### src/rtl/temp_monitor_ctl_if.sv
// Bundle for the ADC request/done handshake and the averaged-result strobe.
// Ports: conv_req/conv_ch (to ADC), conv_done/adc_data (from ADC),
//        avg_data/avg_ch/avg_valid (to slow-control register space).
interface temp_monitor_ctl_if #(
  parameter int NCH = 4,
  parameter int DW  = 10
);
  localparam int CW = (NCH > 1) ? $clog2(NCH) : 1;

  logic          conv_req;
  logic [CW-1:0] conv_ch;
  logic          conv_done;
  logic [DW-1:0] adc_data;
  logic [DW-1:0] avg_data;
  logic [CW-1:0] avg_ch;
  logic          avg_valid;

  // master: the monitor controller; slave: ADC model / result consumer
  modport master (
    output conv_req, conv_ch, avg_data, avg_ch, avg_valid,
    input  conv_done, adc_data
  );

  modport slave (
    input  conv_req, conv_ch, avg_data, avg_ch, avg_valid,
    output conv_done, adc_data
  );
endinterface

### src/rtl/temp_monitor_ctl.sv
// Multi-channel temperature monitor: sequences ADC conversions per channel,
// averages 2^AVG_LOG2 samples, applies high/low hysteresis thresholds.
// Ports: clk, rst (sync, active-high), enable, thresh_hi/lo, sticky_clr,
//        bus (ADC handshake + average result), alarm, alarm_sticky, timeout_err.
// All outputs registered; the ADC may stall each conversion up to TIMEOUT cycles.
module temp_monitor_ctl #(
  parameter int NCH      = 4,
  parameter int DW       = 10,
  parameter int AVG_LOG2 = 2,
  parameter int TIMEOUT  = 255
) (
  input  logic                clk,
  input  logic                rst,
  input  logic                enable,
  input  logic [DW-1:0]       thresh_hi,
  input  logic [DW-1:0]       thresh_lo,
  input  logic                sticky_clr,
  temp_monitor_ctl_if.master  bus,
  output logic [NCH-1:0]      alarm,
  output logic [NCH-1:0]      alarm_sticky,
  output logic                timeout_err
);

  localparam int CW = (NCH > 1) ? $clog2(NCH) : 1;
  localparam int AW = DW + AVG_LOG2;
  localparam int NW = AVG_LOG2 + 1;
  localparam int TW = (TIMEOUT > 0) ? $clog2(TIMEOUT + 1) : 1;
  localparam logic [NW-1:0] LAST_N = NW'((1 << AVG_LOG2) - 1);

  typedef enum logic [1:0] {S_IDLE, S_REQ, S_WAIT, S_RESULT} state_t;

  state_t         state_q, state_d;
  logic [CW-1:0]  ch_q, ch_d;
  logic [AW-1:0]  acc_q, acc_d;
  logic [NW-1:0]  n_q, n_d;
  logic [TW-1:0]  wcnt_q, wcnt_d;
  logic           conv_req_q, conv_req_d;
  logic [CW-1:0]  conv_ch_q, conv_ch_d;
  logic [DW-1:0]  avg_data_q, avg_data_d;
  logic [CW-1:0]  avg_ch_q, avg_ch_d;
  logic           avg_valid_q, avg_valid_d;
  logic [NCH-1:0] alarm_q, alarm_d;
  logic [NCH-1:0] sticky_q, sticky_d;
  logic           toerr_q, toerr_d;

  logic [DW-1:0]  avg;
  logic [CW-1:0]  ch_adv;
  logic [NCH-1:0] ch_mask;
  logic [TW-1:0]  wcnt_inc;
  logic [NCH-1:0] sticky_set;
  logic           toerr_set;

  // Truncating divide by the sample count; acc is sized so it never overflows.
  assign avg      = acc_q[AW-1:AVG_LOG2];
  assign ch_adv   = (ch_q == CW'(NCH - 1)) ? '0 : ch_q + CW'(1);
  assign ch_mask  = NCH'(1) << ch_q;
  assign wcnt_inc = wcnt_q + TW'(1);

  always_comb begin
    state_d     = state_q;
    ch_d        = ch_q;
    acc_d       = acc_q;
    n_d         = n_q;
    wcnt_d      = wcnt_q;
    conv_ch_d   = conv_ch_q;
    avg_data_d  = avg_data_q;
    avg_ch_d    = avg_ch_q;
    avg_valid_d = 1'b0;
    alarm_d     = alarm_q;
    sticky_set  = '0;
    toerr_set   = 1'b0;

    case (state_q)
      S_IDLE: begin
        if (enable) state_d = S_REQ;
      end
      S_REQ: begin
        wcnt_d  = '0;
        state_d = S_WAIT;
      end
      S_WAIT: begin
        if (bus.conv_done) begin
          acc_d   = acc_q + AW'(bus.adc_data);
          n_d     = n_q + NW'(1);
          state_d = (n_q == LAST_N) ? S_RESULT : S_REQ;
        end else if (wcnt_inc >= TW'(TIMEOUT)) begin
          // Abandon the channel: partial sum is dropped, alarm left as is.
          toerr_set = 1'b1;
          acc_d     = '0;
          n_d       = '0;
          wcnt_d    = '0;
          ch_d      = ch_adv;
          state_d   = S_IDLE;
        end else begin
          wcnt_d = wcnt_inc;
        end
      end
      S_RESULT: begin
        // Between the thresholds (inclusive) the alarm holds its state.
        if (avg > thresh_hi) begin
          alarm_d    = alarm_q | ch_mask;
          sticky_set = ch_mask;
        end else if (avg < thresh_lo) begin
          alarm_d = alarm_q & ~ch_mask;
        end
        avg_data_d  = avg;
        avg_ch_d    = ch_q;
        avg_valid_d = 1'b1;
        acc_d       = '0;
        n_d         = '0;
        ch_d        = ch_adv;
        state_d     = S_IDLE;
      end
      default: state_d = S_IDLE;
    endcase

    // Registered request tracks the state register one-for-one.
    conv_req_d = (state_d == S_REQ);
    if (state_d == S_REQ) conv_ch_d = ch_d;

    // A set in the same cycle as a clear wins.
    sticky_d = (sticky_q & ~{NCH{sticky_clr}}) | sticky_set;
    toerr_d  = (toerr_q & ~sticky_clr) | toerr_set;
  end

  always_ff @(posedge clk) begin
    if (rst) begin
      state_q     <= S_IDLE;
      ch_q        <= '0;
      acc_q       <= '0;
      n_q         <= '0;
      wcnt_q      <= '0;
      conv_req_q  <= 1'b0;
      conv_ch_q   <= '0;
      avg_data_q  <= '0;
      avg_ch_q    <= '0;
      avg_valid_q <= 1'b0;
      alarm_q     <= '0;
      sticky_q    <= '0;
      toerr_q     <= 1'b0;
    end else begin
      state_q     <= state_d;
      ch_q        <= ch_d;
      acc_q       <= acc_d;
      n_q         <= n_d;
      wcnt_q      <= wcnt_d;
      conv_req_q  <= conv_req_d;
      conv_ch_q   <= conv_ch_d;
      avg_data_q  <= avg_data_d;
      avg_ch_q    <= avg_ch_d;
      avg_valid_q <= avg_valid_d;
      alarm_q     <= alarm_d;
      sticky_q    <= sticky_d;
      toerr_q     <= toerr_d;
    end
  end

  assign bus.conv_req  = conv_req_q;
  assign bus.conv_ch   = conv_ch_q;
  assign bus.avg_data  = avg_data_q;
  assign bus.avg_ch    = avg_ch_q;
  assign bus.avg_valid = avg_valid_q;
  assign alarm         = alarm_q;
  assign alarm_sticky  = sticky_q;
  assign timeout_err   = toerr_q;

endmodule

### src/flat_wrapper.sv
// flat-port wrapper written by rule: the top's interface ports become plain ports
module temp_monitor_ctl_flat 
#(
  parameter int NCH      = 4,
  parameter int DW       = 10,
  parameter int AVG_LOG2 = 2,
  parameter int TIMEOUT  = 255
)
  (clk, rst, enable, thresh_hi, thresh_lo, sticky_clr, alarm, alarm_sticky, timeout_err, bus_conv_req, bus_conv_ch, bus_avg_data, bus_avg_ch, bus_avg_valid, bus_conv_done, bus_adc_data);
  temp_monitor_ctl_if #(.NCH(NCH), .DW(DW)) bus_i ();
  input  logic clk;
  input  logic rst;
  input  logic enable;
  input  logic [DW-1:0] thresh_hi;
  input  logic [DW-1:0] thresh_lo;
  input  logic sticky_clr;
  output logic [NCH-1:0] alarm;
  output logic [NCH-1:0] alarm_sticky;
  output logic timeout_err;
  output wire logic [$bits(bus_i.conv_req)-1:0] bus_conv_req;
  output wire logic [$bits(bus_i.conv_ch)-1:0] bus_conv_ch;
  output wire logic [$bits(bus_i.avg_data)-1:0] bus_avg_data;
  output wire logic [$bits(bus_i.avg_ch)-1:0] bus_avg_ch;
  output wire logic [$bits(bus_i.avg_valid)-1:0] bus_avg_valid;
  input wire logic [$bits(bus_i.conv_done)-1:0] bus_conv_done;
  input wire logic [$bits(bus_i.adc_data)-1:0] bus_adc_data;
  assign bus_conv_req = bus_i.conv_req;
  assign bus_conv_ch = bus_i.conv_ch;
  assign bus_avg_data = bus_i.avg_data;
  assign bus_avg_ch = bus_i.avg_ch;
  assign bus_avg_valid = bus_i.avg_valid;
  assign bus_i.conv_done = bus_conv_done;
  assign bus_i.adc_data = bus_adc_data;
  temp_monitor_ctl #(.NCH(NCH), .DW(DW), .AVG_LOG2(AVG_LOG2), .TIMEOUT(TIMEOUT)) u_core (.clk(clk), .rst(rst), .enable(enable), .thresh_hi(thresh_hi), .thresh_lo(thresh_lo), .sticky_clr(sticky_clr), .bus(bus_i), .alarm(alarm), .alarm_sticky(alarm_sticky), .timeout_err(timeout_err));
endmodule
### config.mk
export PLATFORM = sky130hd
export DESIGN_NAME = temp_monitor_ctl_flat
export DESIGN_NICKNAME = d
export VERILOG_FILES = /design/src/rtl/temp_monitor_ctl_if.sv /design/src/rtl/temp_monitor_ctl.sv /design/src/flat_wrapper.sv
export SDC_FILE = /design/constraint.sdc
export NUM_CORES = 1
export LEC_CHECK = 0
export BUFFER_PORTS_ARGS = -buffer_cell sky130_fd_sc_hd__buf_2
export CORE_ASPECT_RATIO = 0.9
export CORE_MARGIN = 1.5
export CORE_UTILIZATION = 45
export CTS_BUF_LIST = sky130_fd_sc_hd__clkbuf_16
export CTS_CLUSTER_SIZE = 10
export DETAILED_ROUTE_END_ITERATION = 16
export PLACE_DENSITY = 0.74
export SLEW_MARGIN = 20
export SYNTH_ARGS = -nofsm -noshare
export SYNTH_HDL_FRONTEND = slang
export SYNTH_SLANG_ARGS = --single-unit
### constraint.sdc
create_clock -name clk -period 3.3 [get_ports clk]
set_clock_uncertainty 0.2 [all_clocks]
set_input_delay 0.66 -clock clk [delete_from_list [all_inputs] [get_ports clk]]
set_output_delay 0.66 -clock clk [all_outputs]
set_load 0.1 [all_outputs]
==> Implementation_results.wiki <==
{| class="wikitable"
! Metric !! Value
|-
| Run status || finished, final reports clean
|-
| Total number of vias || roughly 2,600
|-
| Async set-or-reset flop fraction in the synthesized netlist || 0
|-
| Number of H-tree levels || 2
|-
| Routability congestion estimate || about 0.89
|-
| Number of global-route vias before repair || 2,405
|-
| Worst hold slack across all endpoints || 0.252 ns
|-
| Resized Gates After CTS || 0
|-
| Flip-flop and latch count after synthesis || between 50 and 60
|-
| Number of clock sinks || 52
|-
| FF/Latch Area || around 1000 um^2
|-
| CTS Buffer Depth || 2
|-
| Number of vias per cell || about 5.2
|-
| Prevailing post-synth register cell || sky130_fd_sc_hd__dfxtp_1
|-
| Synth warnings || 0
|-
| Number of antenna violations at the first check in global routing || 0
|-
| Maximum frequency from static timing analysis || between 0.3 and 0.4 GHz
|-
| Die Ht || 81.0 um
|-
| Worst Setup End Kind || register
|-
| Synthesized Nets || ~440
|-
| Synth-to-layout area growth || 17.1%
|-
| List of cells traversed by the critical path || ha_1, nand3_2, or3_4, a211oi_4, o22ai_2, a221o_1
|-
| Number of cells traversed by the worst hold path || 2
|-
| Synth top area cells || sky130_fd_sc_hd__dfxtp_1, sky130_fd_sc_hd__ha_1, sky130_fd_sc_hd__nand2_1, sky130_fd_sc_hd__a21oi_1, sky130_fd_sc_hd__inv_1
|-
| Wire length of the first global-routing pass || roughly 11,000 um
|-
| Leak pwr || approximately 1.6 nW
|-
| Highest cell delay on the worst timing path || 0.42 ns
|-
| Number of unique standard cell types used by synthesis || approximately 50
|-
| Io pins || 60
|-
| Hpwl dp || around 5000 um
|-
| Data arrival time of the critical path || about 2.6 ns
|-
| Core occupancy in the finished layout || 0.544
|-
| Drt first-iter violations || ~110
|-
| Drt pass-1 iters || 4
|-
| Setup repair after global routing missed its margin || no
|-
| Slew Limit Headroom || 0.575
|-
| Global Route Usage Sum || 0.192
|-
| Routed WL || ~6500 um
|-
| Number of buffers created by CTS || 5
|-
| Reported max-cap violation count || 0
|-
| # DRC || 0
|-
| Final WS setup || ~0.65 ns
|-
| Share of the yosys chip area belonging to registers || 0.342
|-
| R2R depth || 6
|-
| Maximum number of pins on one net before global-route repair || 19
|-
| Area of the placeable core || roughly 6600 um^2
|-
| Critical path start-end classification || reg2reg
|-
| Critical-path cell with the highest stage delay || sky130_fd_sc_hd__dfxtp_1
|-
| Worst slack at placement || between 0.6 and 0.7 ns
|-
| Hold/Removal Path Class || reg2reg
|-
| Site Rows || 28
|-
| Final period util || 0.802
|-
| Insertion delay of the later-clocked pin in the worst-skew pair || ~0.29 ns
|-
| Number of setup violations in the final report || 0
|-
| Synth top area share || 0.342
|-
| Layout net count || between 400 and 500
|-
| Library cell occupying the most area in the post-synthesis netlist || sky130_fd_sc_hd__dfxtp_1
|-
| Number of max-slew violations in the final report || 0
|-
| Area taken by multi-input logic gates || 1830 um^2
|-
| Hold Buf Count CTS || 0
|-
| Total of fill cells in the finished design || between 600 and 700
|-
| Proportion of layout cells with a drive suffix above 1 || 0.179
|-
| Number of buffers added for setup after CTS || 0
|-
| Power density relative to cell area || 376 nW/um^2
|-
| Worst vdd rail ir drop || 207 uV
|-
| Worst path required time || between 3 and 4 ns
|-
| Nature of the critical path startpoint || register
|-
| Number of instances in the synthesized netlist || roughly 360
|-
| Overflow left after global routing || 0
|-
| Clock edge transition at the registers on the reported setup and hold paths || 0.07 ns
|-
| Number of synthesized flops with an enable pin || 0
|-
| Count of nets left with antenna violations after detail routing || 0
|-
| # diodes || 0
|-
| Synthesized area per cell || ~8.4 um^2
|-
| Total negative slack || 0 ns
|-
| Placed Cells incl. Taps || about 500
|-
| Highest-count cells in the layout ignoring fill and taps || sky130_fd_sc_hd__buf_2, sky130_fd_sc_hd__dfxtp_1, sky130_fd_sc_hd__nand2_1
|-
| Average wire per cell in the routed design || about 13 um
|-
| Actual slew at the worst max-slew pin || ~0.63 ns
|-
| TritonCTS clock tree || yes
|-
| Clock root buffer master || sky130_fd_sc_hd__clkbuf_16
|-
| Final critical delay including setup and external delays || around 2.6 ns
|-
| CP Max Fanout || 13
|-
| Port bufs || 59
|-
| Die X || 89.7 um
|-
| Netlist area before placement || between 3000 and 4000 um^2
|-
| Leading cell type in the layout, fill and taps excluded || sky130_fd_sc_hd__buf_2
|-
| Count of final hold-check violations || 0
|-
| Effective utilization at floorplan || 0.465
|-
| Non-filler cells, final || around 510
|-
| Floorplan die area || around 7300 um^2
|}
==> path summary, 6_finish.rpt <==
check	from	end	slack, ns
worst max-delay path	u_core.wcnt_q[0]	u_core.acc_q[11]	0.65
worst min-delay path	u_core.bus.avg_data[1]	u_core.bus.avg_data[1]	0.25
worst max register to register	u_core.wcnt_q[0]	u_core.acc_q[11]	0.65
worst min register to register	u_core.bus.avg_data[1]	u_core.bus.avg_data[1]	0.25
==> layout make-up <==
| class | instances | share of cell area |
|---|---|---|
| Clock buffer | 5 | 0.0351 |
| Clock inverter | 3 | 0.00772 |
| Inverter | 32 | 0.0337 |
| Multi-Input combinational cell | 267 | 0.515 |
| Sequential cell | 52 | 0.292 |
| Tap cell | 90 | 0.0316 |
| Timing Repair Buffer | 60 | 0.0850 |
==> power by group <==
| group | total [W] | leakage, nW | internal [W] | switching [W] |
|---|---|---|---|---|
| sequential | 0.000648 | 0.420 | 0.000636 | 0.0000118 |
| clock | 0.000535 | 0.0719 | 0.000288 | 0.000247 |
| combinational | 0.000156 | 1.11 | 0.0000590 | 0.0000968 |
| total | 0.00134 | 1.60 | 0.000984 | 0.000356 |
==> per-layer routing <==
layer / share of wire / up-vias / track usage / wire length, um
li1: - / 1390 / - / -
met1: 0.51 / 1186 / 0.258 / 3330
met2: 0.43 / 60 / 0.305 / 2820
met3: 0.050 / 6 / 0.0427 / 324
met4: 0.0084 / 0 / 0.0615 / 55
met5: 0 / - / 0 / 0
==> synth_stat cells, types with 3 or more instances <==
cell,count
sky130_fd_sc_hd__dfxtp_1,52
sky130_fd_sc_hd__nand2_1,49
sky130_fd_sc_hd__ha_1,37
sky130_fd_sc_hd__inv_1,32
sky130_fd_sc_hd__a21oi_1,26
sky130_fd_sc_hd__nor2_1,24
sky130_fd_sc_hd__o21ai_0,22
sky130_fd_sc_hd__nand2b_1,11
sky130_fd_sc_hd__clkbuf_1,8
sky130_fd_sc_hd__a211oi_1,7
sky130_fd_sc_hd__nor2b_1,7
sky130_fd_sc_hd__o21a_1,7
sky130_fd_sc_hd__a21o_1,6
sky130_fd_sc_hd__a22o_1,6
sky130_fd_sc_hd__a221o_1,5
sky130_fd_sc_hd__or3_1,5
sky130_fd_sc_hd__a311oi_1,4
sky130_fd_sc_hd__nand3_1,4
sky130_fd_sc_hd__o211ai_1,4
sky130_fd_sc_hd__o21ai_1,4
sky130_fd_sc_hd__xnor2_1,4
sky130_fd_sc_hd__nor3_1,3
sky130_fd_sc_hd__xor2_1,3
==> worst max-delay path: cells and delay by family, from the launching register on <==
kind            cells  cell delay (ns)
compound gates      3             1.12
fa+ha+maj           1             0.27
simple gates        2             0.52
flops               1             0.42
==> metrics by stage <==
stage / total power [W] / area, um^2
floorplan: 0.000774 / 3040
global placement: 0.000815 / 3410
detailed placement: 0.000818 / 3410
CTS: 0.00135 / 3560
global route: 0.00141 / 3560
finish: 0.00134 / 3560
==> state kept, by name, summed over array words and instances (netlist names), named ones only <==
name,cells
u_core.timeout_err,1
u_core.wcnt_q,8
u_core.bus.avg_valid,1
u_core.bus.conv_req,1
u_core.bus.avg_data,10
u_core.acc_q,12
u_core.alarm_sticky,4
u_core.n_q,3
u_core.bus.avg_ch,2
u_core.bus.conv_ch,2
u_core.state_q,2
u_core.ch_q,2
==> cell families (layout without fill, tap and decap cells) <==
group / Yosys count / count (layout) / synth area share
fa+ha+maj: 38 / 38 / 0.159
flops: 52 / 52 / 0.342
compound gates: 103 / 103 / 0.233
buf+inv: 43 / 100 / 0.0555
xor+xnor: 7 / 7 / 0.0201
mux: 2 / 2 / 0.00658
simple gates: 117 / 117 / 0.184
Note: power is estimated with default switching activity, not from simulation.
